$ cat src/rtl/proc_pkg.sv
// Shared definitions for the nine-bit processor control path:
// timestep encoding, opcode constants and IR field positions.
package proc_pkg;

  localparam int DATA_W   = 9;
  localparam int NUM_REGS = 8;

  typedef enum logic [1:0] {
    T0 = 2'd0,
    T1 = 2'd1,
    T2 = 2'd2,
    T3 = 2'd3
  } tstep_e;

  localparam logic [2:0] OP_MV   = 3'b000;
  localparam logic [2:0] OP_MVI  = 3'b001;
  localparam logic [2:0] OP_ADD  = 3'b010;
  localparam logic [2:0] OP_SUB  = 3'b011;
  localparam logic [2:0] OP_MVNZ = 3'b101;

  localparam int OP_MSB = 8;
  localparam int OP_LSB = 6;
  localparam int X_MSB  = 5;
  localparam int X_LSB  = 3;
  localparam int Y_MSB  = 2;
  localparam int Y_LSB  = 0;

  function automatic logic is_alu_op(input logic [2:0] op);
    return (op == OP_ADD) || (op == OP_SUB);
  endfunction

endpackage

$ cat src/rtl/dec3to8.sv
// 3-bit to 8-bit one-hot decoder used for the X and Y register fields.
module dec3to8 (
  input  logic [2:0] sel_i,
  output logic [7:0] onehot_o
);

  assign onehot_o = 8'h01 << sel_i;

endmodule

$ cat src/rtl/proc_control_unit.sv
// Instruction sequencer: fetches into IR in T0 and walks T1..T3, driving
// bus-select, load-enable and ALU control lines combinationally.
module proc_control_unit
  import proc_pkg::*;
#(
  parameter int DATA_W   = 9,
  parameter int NUM_REGS = 8
) (
  input  logic                clk,
  input  logic                reset,
  input  logic                run,
  input  logic [DATA_W-1:0]   DIN,
  input  logic                g_nonzero,
  output logic                ir_in,
  output logic [NUM_REGS-1:0] r_out,
  output logic                g_out,
  output logic                DIN_out,
  output logic [NUM_REGS-1:0] r_in,
  output logic                a_in,
  output logic                g_in_en,
  output logic                add_sub,
  output logic                done
);

  tstep_e            step_q, step_d;
  logic [DATA_W-1:0] ir_q, ir_d;
  logic [2:0]        opcode_s;
  logic [7:0]        x_oh_s, y_oh_s;

  assign opcode_s = ir_q[OP_MSB:OP_LSB];

  dec3to8 u_dec_x (.sel_i(ir_q[X_MSB:X_LSB]), .onehot_o(x_oh_s));
  dec3to8 u_dec_y (.sel_i(ir_q[Y_MSB:Y_LSB]), .onehot_o(y_oh_s));

  always_comb begin
    step_d  = step_q;
    ir_d    = ir_q;
    ir_in   = 1'b0;
    r_out   = '0;
    g_out   = 1'b0;
    DIN_out = 1'b0;
    r_in    = '0;
    a_in    = 1'b0;
    g_in_en = 1'b0;
    add_sub = 1'b0;
    done    = 1'b0;
    // Outputs are forced quiet while reset is held, independent of state.
    if (reset) begin
      step_d = T0;
    end else begin
      case (step_q)
        T0: begin
          if (run) begin
            ir_in  = 1'b1;
            ir_d   = DIN;
            step_d = T1;
          end else begin
            step_d = T0;
          end
        end
        T1: begin
          step_d = T0;
          case (opcode_s)
            OP_MV: begin
              r_out = y_oh_s;
              r_in  = x_oh_s;
              done  = 1'b1;
            end
            OP_MVI: begin
              DIN_out = 1'b1;
              r_in    = x_oh_s;
              done    = 1'b1;
            end
            OP_ADD, OP_SUB: begin
              r_out  = x_oh_s;
              a_in   = 1'b1;
              step_d = T2;
            end
            OP_MVNZ: begin
              if (g_nonzero) begin
                r_out = y_oh_s;
                r_in  = x_oh_s;
              end else begin
                r_out = '0;
              end
              done = 1'b1;
            end
            default: done = 1'b1;
          endcase
        end
        T2: begin
          if (is_alu_op(opcode_s)) begin
            r_out   = y_oh_s;
            g_in_en = 1'b1;
            add_sub = opcode_s[0];
            step_d  = T3;
          end else begin
            step_d = T0;
          end
        end
        T3: begin
          step_d = T0;
          if (is_alu_op(opcode_s)) begin
            g_out = 1'b1;
            r_in  = x_oh_s;
            done  = 1'b1;
          end else begin
            done = 1'b0;
          end
        end
        default: step_d = T0;
      endcase
    end
  end

  // Timestep and IR state; IR only moves on a fetch.
  always_ff @(posedge clk or posedge reset) begin
    if (reset) begin
      step_q <= T0;
      ir_q   <= '0;
    end else begin
      step_q <= step_d;
      ir_q   <= ir_d;
    end
  end

endmodule

$ cat config.mk
export PLATFORM = sky130hd
export DESIGN_NAME = proc_control_unit
export DESIGN_NICKNAME = d
export VERILOG_FILES = /design/src/rtl/proc_pkg.sv /design/src/rtl/dec3to8.sv /design/src/rtl/proc_control_unit.sv
export SDC_FILE = /design/constraint.sdc
export NUM_CORES = 1
export LEC_CHECK = 0
export ABC_AREA = 1
export ABC_CLOCK_PERIOD_IN_PS = 4100
export CAP_MARGIN = 25
export CORE_MARGIN = 2
export CORE_UTILIZATION = 31
export DETAILED_ROUTE_END_ITERATION = 8
export DONT_BUFFER_PORTS = 1
export MAX_ROUTING_LAYER = met4
export PLACE_DENSITY = 0.52
export SLEW_MARGIN = 20
export SYNTH_ARGS = -nofsm -noshare
export SYNTH_HDL_FRONTEND = slang
export SYNTH_HIERARCHICAL = 1
export SYNTH_SLANG_ARGS = --single-unit
$ cat constraint.sdc
create_clock -name clk -period 4.1 [get_ports clk]
set_input_delay 0.615 -clock clk [delete_from_list [all_inputs] [get_ports clk]]
set_output_delay 0.615 -clock clk [all_outputs]
set_load 0.01 [all_outputs]
[Word-level counts from Yosys, hierarchy flattened]
Index checks and enable logic that the tools add are counted.
Word-level totals
  word-level logic and storage cells: 53
  output and inout port bits: 23
  register bits: 11
  bits of input ports: 13
Cells by class
  bitwise gates (word level): 1
  equality and inequality tests: 7
  muxes and demuxes: 35
  shift-type cells: 2
  reductions and logical operators: 6
Operators by type and width (number)
  8-bit 2-to-1 mux: 6
  8-bit one-hot mux with 2 select lines: 3
  8-bit one-hot mux with 3 select lines: 1
  1-bit 2-to-1 mux: 20
  1-bit by 3-bit left shift with 8-bit output (first input constant): 2
  2-bit one-hot mux with 4 select lines: 1
  3-bit by 2-bit equality test with 1-bit output (second input constant): 2
  2-bit 2-to-1 mux: 3
  2-bit equality test (second input constant): 2
  2-bit OR reduction: 2
  3-bit by 1-bit equality test with 1-bit output (second input constant): 1
  3-bit equality test (second input constant): 1
  3-bit logical NOT: 1
  3-bit AND reduction: 1
  2-bit by 1-bit equality test with 1-bit output (second input constant): 1
  2-bit logical NOT: 1
  1-bit one-hot mux with 2 select lines: 1
  1-bit logical OR: 1
  1-bit inverter: 1

[Depth between registers and ports, before layout]
  word-level depth: 5
  mapped depth: 9
  gate-level depth less buffers: 9

[Cells and area by module]
The synthesis kept the hierarchy.
By module, submodules not included
  proc_control_unit: times used 1, cells each 157, area each 980.9 um2, sequential area each 275.3 um2
  dec3to8: times used 2, cells each 15, area each 56.3 um2, sequential area each 0.0 um2

[Worst setup path after synthesis]
OpenSTA, ideal clock, no wires.
  path type: input to output
  from: input port reset
  to: output port r_in[0]
  stages: 5
  buffers on the path: 0
  data arrival time: 1.337 ns
  required time: 3.485 ns
  slack: 2.148 ns
  cells stage by stage: inv_2 nand2_1 inv_1 nand2_2 a21boi_1
On the way
  longest elaborated chain between the ends: 1
Ends and longest elaborated chain
  start, declared: line proc_control_unit.sv:10  | input logic reset,
  8-bit 2-to-1 mux: line proc_control_unit.sv:48  | if (reset) begin
  end, declared: line proc_control_unit.sv:18  | output logic [NUM_REGS-1:0] r_in,
No other way between the ends.

[Final worst setup path]
  from: register ir_q[8]
  to: output port r_out[1]
On the way
  longest elaborated chain between the ends: 5
  elaborated cells on any way between the ends: 10
  classes of those cells: eq/ne: 3; mux: 4; reduce/logical: 3
Ends and longest elaborated chain
  start, declared: line proc_control_unit.sv:26  | logic [DATA_W-1:0] ir_q, ir_d;
  start signal, assigned: line proc_control_unit.sv:123  | ir_q <= ir_d;
  3-bit by 2-bit equality test with 1-bit output: line proc_pkg.sv:29, proc_control_unit.sv:63
  2-bit OR reduction or 1-bit logical OR (tied branches): line proc_control_unit.sv:63, proc_pkg.sv:29
  8-bit one-hot mux with 3 select lines or 8-bit 2-to-1 mux (tied branches): line proc_control_unit.sv:63, proc_control_unit.sv:92
  8-bit one-hot mux with 2 select lines (*): line proc_control_unit.sv:51  | case (step_q)
  8-bit 2-to-1 mux (*): line proc_control_unit.sv:48
  end, declared: line proc_control_unit.sv:15  | output logic [NUM_REGS-1:0] r_out,
Mark *: on every way between the ends. The rest lies on a longest branch, timed or not.

==> results.py <==
metrics = {
    "yosys": {
        "synth-seq-area-share_pct": 25.17,
        "syn_area_sq_um": 1094,
        "syn_nets": 205,
        "ys.warnings.count": 6,
        "syn_inst": 187,
        "yosys.cell_types.count": 19,
        "synth.avg_cell_area_sq_um": 5.848,
        "ys_seq_elements": 11,
    },
    "power_and_ir_drop": {
        "irDropWorstVdd_mv": 0.1684,
        "p_per_area_nw_per_um2": 301.8,
        "p_leak_nw": 0.5717,
    },
    "placement": {
        "dpl-instance-area_sq_um": 1120,
        "dp.final_hpwl_mm": 2.348,
        "pre_cts_slack_ps": 1837,
        "portBuffers": 0,
        "placed_cells": 227,
        "routabilityCongestion": 0.8688,
    },
    "worst_setup_path": {
        "crit_path_end_kind": "output port",
        "r2r_slack_ps": 2320,
        "crit_fanout": 15,
        "arrival_ps": 1970,
        "crit_family": "simple AND/OR/NAND/NOR gates",
        "timing.rr.start": "step_q[1]",
        "worstPathCellList": "nor2_2 -> nand2_1 -> inv_2 -> nand2_1 -> a21oi_1",
        "start_kind": "flop",
        "required_ps": 3480,
        "r2r-end": "step_q[1]",
        "crit_path_max_incr_delay_ps": 540,
        "cpMaxStageDelayCell": "dfrtp_1",
        "cpMostUsedCell": "nand2_1",
        "critPathBufInv": 1,
        "crit_type": "flop to output port",
        "worst-r2r-cell-count": 6,
    },
    "clock_network": {
        "clk_pin_slew_ps": 70,
        "numCtsBuffers": 3,
        "cts_setup_buffers": 0,
        "cts_root_buffer": "clkbuf_4",
        "clock_sinks": 11,
        "clockBufferDepth": 2,
        "cts_resized": 0,
        "htreeDepth": 1,
        "ctsHoldBuffers": 0,
        "clk_latency_ps": 270,
        "cts_tree": "done",
    },
    "drt": {
        "wl_mm": 2.967,
        "antenna_left": 0,
        "vias": 1165,
        "first_pass_iters": 4,
        "drc": 0,
        "viasPerCell": 5.043,
        "drt_iter0_drc": 96,
        "routedWlPerCell_microns": 12.84,
    },
    "layout": {
        "final_util_pct": 34.08,
        "areaGrowthSynthToFinish_pct": 4.806,
        "nFillCells": 412,
        "layout_commonest_cell": "nand2_1",
        "final_cells": 231,
        "drive_gt1_share_pct": 7.027,
        "final_cell_mix": "nand2_1, nand3_1, inv_1, nor2_1, dfrtp_1",
        "regArea_sq_um": 275.3,
        "nets": 204,
        "multi_input_area_sq_um": 693.2,
        "diodes": 0,
        "final_area_sq_um": 1146,
    },
    "floorplan": {
        "die_w_microns": 63.40,
        "core-area_sq_um": 3363,
        "io_pins": 36,
        "die-area_sq_um": 4019,
        "initial_utilization_pct": 32.51,
        "die-height_microns": 63.40,
        "num_rows": 21,
    },
    "global_routing": {
        "antenna_found_initial": 0,
        "global_route.overflow_total": 0,
        "track_usage_pct": 15.72,
        "grt_use_met2_pct": 23.16,
        "grt_pass1_wl_mm": 4.926,
        "grt_use_met3_pct": 3.750,
        "gr-max-usage-layer": "met2",
        "use_met1_pct": 20.15,
        "first_global_vias": 1080,
        "grt_max_degree": 17,
    },
    "sta": {
        "rsz0062_at_grt": "no",
        "relSlewSlack_pct": 59.60,
        "finalHoldViolCount": 0,
        "period_share_pct": 63.07,
        "final.setup.tns_ps": 0,
        "worst_pin_slew_ps": 600.5,
        "fmax_mhz": 386.7,
        "fin_crit_ps": 2586,
        "finalSetupViolations": 0,
        "finalWorstSetupSlack_ps": 1514,
        "finalClockSkew_ps": 2.022,
        "drv_slew": 0,
    },
    "hold_path": {
        "hp-class": "input port to async pin",
    },
    "outcome": {
        "status": "finished, final reports clean",
    },
    "run": {
        "maxCapViolations": 0,
    },
}
-- per-layer routing --
layer  wire length, microns  up-vias
li1                       -      586
met1                   1312      521
met2                   1311       52
met3                    294        6
met4                     48        0
met5                      0        -
-- state kept, by name, indices dropped and copies added, names as in the netlist --
name and cells:
ir_q 9, step_q 2
-- where the power goes --
part,leakage (nW),switching (mW),internal (mW)
sequential,0.138,0.0262,0.125
clock,0.0150,0.0366,0.0376
combinational,0.418,0.0854,0.0351
total,0.572,0.148,0.198
-- cell usage after synthesis, drive strengths merged --
cell type,number,area [sq um]
nand2,65,246.5
buf,5,27.53
dfrtp,11,275.3
nor2,22,87.58
a21boi,8,60.06
nor4,1,6.260
ha,5,62.56
nor3,2,10.01
nand3,27,145.1
inv,25,93.84
o21ai,6,30.02
a21oi,9,45.04
clkbuf,1,3.750
-- final cells by class --
cell class	instances	area share, %
inverter	25	8.188
sequential	11	24.02
tap	46	5.022
multi-input combinational	145	60.48
clock buffer	4	2.293
-- cells by family (layout without fill, tap and decap cells) --
kind of cell	count (synthesis)	after routing	synth area share, %
buffers and inverters	31	29	11.44
DFF	11	11	25.17
and+or+nand+nor	117	117	45.31
adders and majority gates	5	5	5.721
AOI/OAI and AO/OA	23	23	12.36
-- worst max path at each step --
stage / from / to / slack, ps / cells past startpoint
finish: ir_q[8] / r_out[1] / 1510 / 5
global route: ir_q[8] / r_out[1] / 1310 / 5
CTS: ir_q[8] / r_out[6] / 1530 / 5
detailed placement: ir_q[8] / r_out[6] / 1840 / 5
global placement: ir_q[8] / r_out[7] / 1910 / 5
floorplan: reset / r_in[0] / 2150 / 5
-- per-stage QoR --
stage / hold slack (ps) / power (mW)
3_3_place_gp: 468.2 / 0.2683
5_1_grt: 191.5 / 0.3775
4_1_cts: 179.9 / 0.3472
6_report: 175.2 / 0.3458
2_1_floorplan: 435.3 / 0.2487
3_5_place_dp: 471.3 / 0.2724
No activity file was read; power rests on OpenSTA's default activity.
